## src/rtl/if_fetch_queue_if.sv

```systemverilog
// Fetch-queue bundle: memory req/ack side, EX redirect and ID handshake.
// master is the fetch stage, slave is memory/EX/ID around it.
interface if_fetch_queue_if #(
    parameter int ADDR_W = 32,
    parameter int INST_W = 32
);
    logic              mem_req_o;
    logic [ADDR_W-1:0] mem_addr_o;
    logic              mem_ack_i;
    logic [INST_W-1:0] mem_data_i;
    logic              jump_i;
    logic [ADDR_W-1:0] jump_pc_i;
    logic              id_valid_o;
    logic              id_ready_i;
    logic [ADDR_W-1:0] pc_o;
    logic [INST_W-1:0] inst_o;
    logic              if_stall_o;

    modport master (
        output mem_req_o, mem_addr_o,
        input  mem_ack_i, mem_data_i,
        input  jump_i, jump_pc_i,
        output id_valid_o,
        input  id_ready_i,
        output pc_o, inst_o, if_stall_o
    );

    modport slave (
        input  mem_req_o, mem_addr_o,
        output mem_ack_i, mem_data_i,
        output jump_i, jump_pc_i,
        input  id_valid_o,
        output id_ready_i,
        input  pc_o, inst_o, if_stall_o
    );
endinterface

```

## src/rtl/if_fetch_queue.sv

```systemverilog
// Instruction fetch stage: sequential req/ack fetcher feeding a
// DEPTH-entry prefetch FIFO towards ID, flushed on jump.
module if_fetch_queue #(
    parameter int              ADDR_W   = 32,
    parameter int              INST_W   = 32,
    parameter int              DEPTH    = 4,
    parameter logic [ADDR_W-1:0] RESET_PC = '0
) (
    input logic               clk,
    input logic               rst,
    if_fetch_queue_if.master  bus
);
    localparam int PW = $clog2(DEPTH);
    localparam int CW = $clog2(DEPTH + 1);

    typedef enum logic [1:0] {IDLE, REQ, DROP} state_t;

    state_t            state;
    state_t            state_nxt;
    logic [ADDR_W-1:0] fetch_pc;
    logic [ADDR_W-1:0] req_addr;
    logic [CW-1:0]     count;
    logic [CW-1:0]     cnt_pop;
    logic [CW-1:0]     cnt_push;
    logic [PW-1:0]     rd_ptr;
    logic [PW-1:0]     wr_ptr;
    logic [ADDR_W-1:0] pc_mem   [DEPTH];
    logic [INST_W-1:0] inst_mem [DEPTH];
    logic              jump;
    logic              pop;
    logic              push;

    assign jump     = bus.jump_i;
    assign pop      = (count != '0) & bus.id_ready_i & ~jump;
    assign push     = (state == REQ) & bus.mem_ack_i & ~jump;
    assign cnt_pop  = count - CW'(pop);
    assign cnt_push = count + CW'(1) - CW'(pop);

    always_ff @(posedge clk) begin
        if (rst) state <= IDLE;
        else     state <= state_nxt;
    end

    // A request is only raised with a free slot, so the FIFO never overflows.
    always_comb begin
        state_nxt = state;
        unique case (state)
            IDLE: begin
                if (!jump && cnt_pop < CW'(DEPTH))
                    state_nxt = REQ;
            end
            REQ: begin
                if (bus.mem_ack_i)
                    state_nxt = (!jump && cnt_push < CW'(DEPTH)) ? REQ : IDLE;
                else if (jump)
                    state_nxt = DROP;
            end
            DROP: begin
                if (bus.mem_ack_i)
                    state_nxt = IDLE;
            end
            default: state_nxt = IDLE;
        endcase
    end

    always_comb begin
        bus.mem_req_o  = (state != IDLE);
        bus.mem_addr_o = req_addr;
        bus.id_valid_o = (count != '0);
        bus.if_stall_o = (count == '0);
        bus.pc_o       = pc_mem[rd_ptr];
        bus.inst_o     = inst_mem[rd_ptr];
    end

    always_ff @(posedge clk) begin
        if (rst) begin
            fetch_pc <= RESET_PC;
            req_addr <= '0;
            count    <= '0;
            rd_ptr   <= '0;
            wr_ptr   <= '0;
            for (int i = 0; i < DEPTH; i++) begin
                pc_mem[i]   <= '0;
                inst_mem[i] <= '0;
            end
        end else begin
            if (state == IDLE && state_nxt == REQ)
                req_addr <= fetch_pc;
            else if (push && state_nxt == REQ)
                req_addr <= req_addr + ADDR_W'(4);

            // Jump flushes and wins over any push or pop this cycle.
            if (jump) begin
                fetch_pc <= bus.jump_pc_i;
                count    <= '0;
                rd_ptr   <= wr_ptr;
            end else begin
                if (push) begin
                    pc_mem[wr_ptr]   <= req_addr;
                    inst_mem[wr_ptr] <= bus.mem_data_i;
                    wr_ptr           <= wr_ptr + PW'(1);
                    fetch_pc         <= req_addr + ADDR_W'(4);
                end
                if (pop)
                    rd_ptr <= rd_ptr + PW'(1);
                count <= count + CW'(push) - CW'(pop);
            end
        end
    end
endmodule

```

## src/flat_wrapper.sv

```systemverilog
// flat-port wrapper written by rule: the top's interface ports become plain ports
module if_fetch_queue_flat 
#(
    parameter int              ADDR_W   = 32,
    parameter int              INST_W   = 32,
    parameter int              DEPTH    = 4,
    parameter logic [ADDR_W-1:0] RESET_PC = '0
)
  (clk, rst, bus_mem_req_o, bus_mem_addr_o, bus_mem_ack_i, bus_mem_data_i, bus_jump_i, bus_jump_pc_i, bus_id_valid_o, bus_id_ready_i, bus_pc_o, bus_inst_o, bus_if_stall_o);
  if_fetch_queue_if #(.ADDR_W(ADDR_W), .INST_W(INST_W)) bus_i ();
  input logic clk;
  input logic rst;
  output wire logic [$bits(bus_i.mem_req_o)-1:0] bus_mem_req_o;
  output wire logic [$bits(bus_i.mem_addr_o)-1:0] bus_mem_addr_o;
  input wire logic [$bits(bus_i.mem_ack_i)-1:0] bus_mem_ack_i;
  input wire logic [$bits(bus_i.mem_data_i)-1:0] bus_mem_data_i;
  input wire logic [$bits(bus_i.jump_i)-1:0] bus_jump_i;
  input wire logic [$bits(bus_i.jump_pc_i)-1:0] bus_jump_pc_i;
  output wire logic [$bits(bus_i.id_valid_o)-1:0] bus_id_valid_o;
  input wire logic [$bits(bus_i.id_ready_i)-1:0] bus_id_ready_i;
  output wire logic [$bits(bus_i.pc_o)-1:0] bus_pc_o;
  output wire logic [$bits(bus_i.inst_o)-1:0] bus_inst_o;
  output wire logic [$bits(bus_i.if_stall_o)-1:0] bus_if_stall_o;
  assign bus_mem_req_o = bus_i.mem_req_o;
  assign bus_mem_addr_o = bus_i.mem_addr_o;
  assign bus_i.mem_ack_i = bus_mem_ack_i;
  assign bus_i.mem_data_i = bus_mem_data_i;
  assign bus_i.jump_i = bus_jump_i;
  assign bus_i.jump_pc_i = bus_jump_pc_i;
  assign bus_id_valid_o = bus_i.id_valid_o;
  assign bus_i.id_ready_i = bus_id_ready_i;
  assign bus_pc_o = bus_i.pc_o;
  assign bus_inst_o = bus_i.inst_o;
  assign bus_if_stall_o = bus_i.if_stall_o;
  if_fetch_queue #(.ADDR_W(ADDR_W), .INST_W(INST_W), .DEPTH(DEPTH), .RESET_PC(RESET_PC)) u_core (.clk(clk), .rst(rst), .bus(bus_i));
endmodule
```

## config.mk

```make
export PLATFORM = sky130hd
export DESIGN_NAME = if_fetch_queue_flat
export DESIGN_NICKNAME = d
export VERILOG_FILES = /design/src/rtl/if_fetch_queue_if.sv /design/src/rtl/if_fetch_queue.sv /design/src/flat_wrapper.sv
export SDC_FILE = /design/constraint.sdc
export NUM_CORES = 1
export LEC_CHECK = 0
export CAP_MARGIN = 15
export CORE_AREA = 5 5 163 243
export DETAILED_ROUTE_END_ITERATION = 16
export DIE_AREA = 0 0 168 248
export PLACE_DENSITY_LB_ADDON = 0.12
export SYNTH_ARGS = -nofsm -noshare
export SYNTH_HDL_FRONTEND = slang
export SYNTH_SLANG_ARGS = --single-unit
export TNS_END_PERCENT = 1
```

## constraint.sdc

```tcl
create_clock -name clk -period 6.1 [get_ports clk]
set_input_delay 1.525 -clock clk [delete_from_list [all_inputs] [get_ports clk]]
set_output_delay 1.525 -clock clk [all_outputs]
set_load 0.02 [all_outputs]
```

# Yosys cells after proc, flatten, opt, wreduce, memory -nomap -nowiden
# Memory sizes are Yosys's and may differ from the RTL's. A register that Yosys moved wholly into a read port is not among the register bits.
# Index checks and enable logic that the tools add are counted.
[op_classes] add_sub_neg=8 n_lt_le_gt_ge=2 eq_ne=3 n_mux=28 bitwise=5 reduce_logical=16
[ops] operator="$mux W32" count=6
[ops] operator="$reduce_or A32 Y1" count=2
[ops] operator="$add A32 B3 Y32 const B" count=1
[ops] operator="$mux W2" count=12
[ops] operator="$mux W1" count=9
[ops] operator="$sub A3 B1 Y3" count=3
[ops] operator="$reduce_bool A2 Y1" count=4
[ops] operator="$lt A3 B3 Y1 const B" count=2
[ops] operator="$pmux W2 S3" count=1
[ops] operator="$add A2 B1 Y2 const B" count=2
[ops] operator="$and A1 B1 Y1" count=4
[ops] operator="$eq A2 B1 Y1 const B" count=2
[ops] operator="$logic_and A1 B1 Y1" count=4
[ops] operator="$add A3 B1 Y3" count=1
[ops] operator="$add A3 B1 Y3 const B" count=1
[ops] operator="$logic_not A3 Y1" count=1
[ops] operator="$reduce_bool A3 Y1" count=1
[ops] operator="$eq A2 B2 Y1 const B" count=1
[ops] operator="$logic_not A2 Y1" count=1
[ops] operator="$reduce_and A2 Y1" count=1
[ops] operator="$reduce_or A2 Y1" count=1
[ops] operator="$logic_not A1 Y1" count=1
[ops] operator="$not A1 Y1" count=1
[totals] register_bits=73 ram_bits=256 input_bits=69 n_memories=2
[memory_table] name="u_core.inst_mem" words=4 word_bits=32 read_ports=1 rd_ports_with_merged_regs=1 write_ports=4 line_no="if_fetch_queue.sv:28" rtl="logic [INST_W-1:0] inst_mem [DEPTH];"
[memory_table] name="u_core.pc_mem" words=4 word_bits=32 read_ports=1 rd_ports_with_merged_regs=1 write_ports=4 line_no="if_fetch_queue.sv:27" rtl="logic [ADDR_W-1:0] pc_mem [DEPTH];"

# Longest topological paths before layout
[logic_depth] ltp_word=13 mapped_depth=15 ltp_nobuf=10

# Worst setup path after synthesis
# No wires, ideal clock.
[synth_timing] path_type="in2reg" from="in bus_jump_i" to="mem u_core.inst_mem[1][0] (enable)" arrival_time_ns=4.944 t_required_ns=5.601 slack_ns=0.657 path_stages=4 n_path_buf=1 path_cell_list="clkbuf_1 inv_1 nand2_1 o21bai_1"
[synth_lines] element="start: declaration" line_no="flat_wrapper.sv:17" rtl="input wire logic [$bits(bus_i.jump_i)-1:0] bus_jump_i;"
[synth_lines] element="end: declaration" line_no="if_fetch_queue.sv:28"

==> flow_metrics.tcl <==
set metrics [dict create \
    status "finished clean" \
    vias_per_cell 5.25 \
    rsz0062_at_grt "no" \
    reg2reg_depth 10 \
    hold_slack_ps 464 \
    period_share_pct 75.4 \
    holdPathEnd "u_core.bus.mem_addr_o[0]" \
    synth.distinct_cells 58 \
    core_area_sq_um 37300 \
    design_area_sq_um 18200 \
    grt_pass1_vias 10440 \
    slowest_stage "dfxtp_4" \
    synth-seq-area-share_pct 61.3 \
    clock_sinks 331 \
    io_buffers 167 \
    critical_path.top_delay_family "flip-flops" \
    setup_viol 0 \
    slew_viol_final 0 \
    async_flop_share_pct 0 \
    ios 168 \
    cp-end-kind "output port" \
    synth-edff-count 256 \
    syn_nets 1296 \
    gr-usage-all-layers_pct 18.8 \
    first_pass_iters 5 \
    grt_start_max_net_pins 66 \
    cts_buffers 34 \
    grt_first_pass_wirelength_mm 60.5 \
    leakagePower_uw 0.00655 \
    p_sw_uw 1190 \
    power_frac_seq_pct 51.1 \
    path_buf_inv 2 \
    fp.dieW_microns 168 \
    synth_top_area_share_pct 51.3 \
    ctsHoldBuffers 0 \
    r2r_end "u_core.bus.mem_addr_o[9]" \
    cts.path.max_buffers 3 \
    critPathMaxFanout 44 \
    hold_path_depth 2 \
    fmax_ghz 0.217 \
    power_density_nw_per_um2 281 \
    finalWorstSetupSlack_ps 1500 \
    timing.slew.headroom_pct 31.8 \
    regToRegStartpoint "u_core.count[2]" \
    power.internal_uw 3910 \
    power_frac_comb_pct 8.8 \
    initial_utilization_pct 40.1 \
    via_count 9757 \
    routed_wl_mm 39.3 \
    cp_data_required_time_ps 4580 \
    arrival_ps 3070 \
    synth_top_area_cell "edfxtp_1" \
    syn_area_sq_um 15000 \
    clock_skew_ps 6.87 \
    regToRegSetupSlack_ps 2900 \
    dp_slack_ps 1470 \
    dieHeight_microns 248 \
    ys_ff_latch 331 \
    crit_chain "buf_4, mux4_2, clkdlybuf4s50_1" \
    grt_overflow_total 0 \
    place.gp.congestion 0.807 \
    ys_warn_count 0 \
    clock_latency_ps 520 \
    dieArea_sq_um 41700 \
    layout.cells.non_filler 1859 \
    hold_violations 0 \
    max_cap_viol_count 0 \
    rows 87 \
    cts_tree "built" \
    tightest_slew_ps 1020 \
    clkTransAtPathRegs_ps 70 \
    cp.depth 3 \
    route.detailed.drc 0 \
    antennaDiodeCount 0 \
    peakVddDrop_mv 0.196 \
    nets 1420 \
    cts_resized 0 \
    htree_num_levels 2 \
    swShare_pct 23.4 \
    hp-start "u_core.fetch_pc[0]" \
    post-dp-hpwl_mm 23.9 \
    placed_cell_area_sq_um 17100 \
    drive_above_1_share_pct 13.4 \
    syn2layout_area_growth_pct 21.4 \
    postSynthCellCount 1221 \
    place_inst 1798 \
    routedWlPerCell_microns 21.2 \
    syn_avg_cell_area_sq_um 12.3 \
    num-fill-cells 3343 \
    p_clk_share_pct 40.1 \
    cts_setup_buffers 0 \
    detail-route-antenna-nets 0 \
    root_buffer "clkbuf_16" \
    worstHoldPathType "reg -> reg" \
    max_stage_delay_ps 990 \
    synth_area_leaders "edfxtp_1 51%, dfxtp_1 10%, mux4_2 9.6%, nor2_1 4.6%, nand2_1 3.0%" \
    critPathKind "reg -> out" \
    setup_tns_ps 0 \
    detail_route.iter0.violations 508 \
    finalCriticalPeriod_ps 4600 \
    grt_antenna_before_repair 0 \
    critPathLaunchType "register" \
    synthFlopType "edfxtp_1" \
]
[sequential cells by signal, indices dropped and copies added (netlist names), named ones only]
name,flops
u_core.bus.mem_addr_o,32
u_core.state,2
u_core.count,3
u_core.pc_mem,128
u_core.fetch_pc,32
u_core.inst_mem,128
u_core.rd_ptr,2
u_core.wr_ptr,2
[metrics by stage]
stage	utilization [%]	power, uW
2_1_floorplan	-	2870
3_3_place_gp	45.8	3110
3_5_place_dp	45.8	3110
4_1_cts	48.7	5160
5_1_grt	48.7	5300
6_report	48.7	5100
[power by group through the flow]
| stage | logic [uW] | clock network, uW | registers [uW] |
|---|---|---|---|
| floorplan | 253 | 0 | 2620 |
| global placement | 455 | 0 | 2650 |
| detailed placement | 456 | 0 | 2660 |
| CTS | 458 | 2090 | 2610 |
| global route | 482 | 2200 | 2620 |
| finish | 448 | 2050 | 2610 |
[worst min-delay path: stages (launching register included)]
cell and delay, ps:
dfxtp_1 310, nand2_1 50, a21oi_1 50
[cell type report]
type | count | area (sq um) | area share [%]
flip-flops and latches | 331 | 9200 | 50.6
multi-input cells | 720 | 5190 | 28.5
repair buffers | 184 | 1830 | 10.1
clock buffers | 45 | 913 | 5.02
well taps | 489 | 612 | 3.36
inverters | 74 | 278 | 1.53
clock inverters | 16 | 165 | 0.908
[worst max path at each step]
stage,start,endpoint,slack [ps]
CTS,register,bus_inst_o[22],1350
global route,register,bus_pc_o[1],1240
global placement,bus_mem_ack_i,u_core.inst_mem[3][26],1500
finish,register,bus_inst_o[22],1500
floorplan,bus_jump_i,u_core.inst_mem[1][0],660
detailed placement,bus_mem_ack_i,u_core.inst_mem[3][5],1470
[synthesized netlist by cell type (2+ instances only)]
| library cell | number |
|---|---|
| edfxtp_1 | 256 |
| nor2_1 | 185 |
| nand2_1 | 118 |
| dfxtp_1 | 75 |
| clkbuf_1 | 73 |
| and2_1 | 67 |
| mux4_2 | 64 |
| inv_1 | 51 |
| a21oi_1 | 32 |
| xor2_1 | 28 |
| xnor2_1 | 27 |
| inv_2 | 22 |
| and3_1 | 19 |
| nor3_1 | 18 |
| a211oi_1 | 16 |
| buf_2 | 16 |
| nand3_1 | 16 |
| o22ai_1 | 15 |
| nand4_1 | 14 |
| nor4_2 | 9 |
| and4_1 | 7 |
| a311oi_1 | 6 |
| buf_1 | 6 |
| o21ai_1 | 6 |
| or3_1 | 6 |
| ha_1 | 5 |
| nor4_1 | 5 |
| nor3_2 | 4 |
| o211ai_1 | 4 |
| o21ai_0 | 4 |
| a211o_1 | 3 |
| a211oi_2 | 3 |
| a22o_1 | 3 |
| a31oi_1 | 3 |
| nor2b_1 | 3 |
| o21bai_1 | 3 |
| a21boi_1 | 2 |
| a32oi_1 | 2 |
| nand2b_1 | 2 |
| nand4_2 | 2 |
| nand4b_1 | 2 |
| o31ai_1 | 2 |
| or2_0 | 2 |
[cells by family after synthesis]
| group | share of synthesized area, % |
|---|---|
| AND/OR/NAND/NOR | 15.9 |
| flip-flops | 61.3 |
| adder cells (fa/ha/maj) | 0.551 |
| buffers and inverters | 4.44 |
| XOR/XNOR | 3.22 |
| multiplexers | 9.76 |
| AO/OA/AOI/OAI | 4.82 |
[routing by layer]
metal / global-route usage (%) / wire length (microns)
met1: 22.5 / 15700
met2: 35.4 / 21100
met3: 2.66 / 1690
met4: 5.21 / 888
met5: 0 / 0
[cells in the final DEF (no fill, tap or decap), types with 4 or more instances in the layout]
master	synthesis	layout
o21ai_0	4	4
o22ai_1	15	15
inv_2	22	22
nor3_2	4	4
and2_1	67	67
nor4_2	9	9
clkdlybuf4s50_1	0	166
mux4_2	64	64
a311oi_1	6	6
nand3_1	16	16
ha_1	5	5
clkinv_1	1	4
xnor2_1	27	27
buf_4	0	14
o21ai_1	6	6
clkbuf_1	73	10
a21oi_1	32	32
or3_1	6	6
nor2_1	185	185
nand2_1	118	118
o211ai_1	4	4
inv_1	51	51
clkinv_2	0	6
xor2_1	28	28
and4_1	7	7
clkbuf_16	0	35
nand4_1	14	14
nor4_1	5	5
edfxtp_1	256	256
dfxtp_1	75	73
and3_1	19	19
nor3_1	18	17
a211oi_1	16	16
Note: power is estimated with default switching activity, not from simulation.
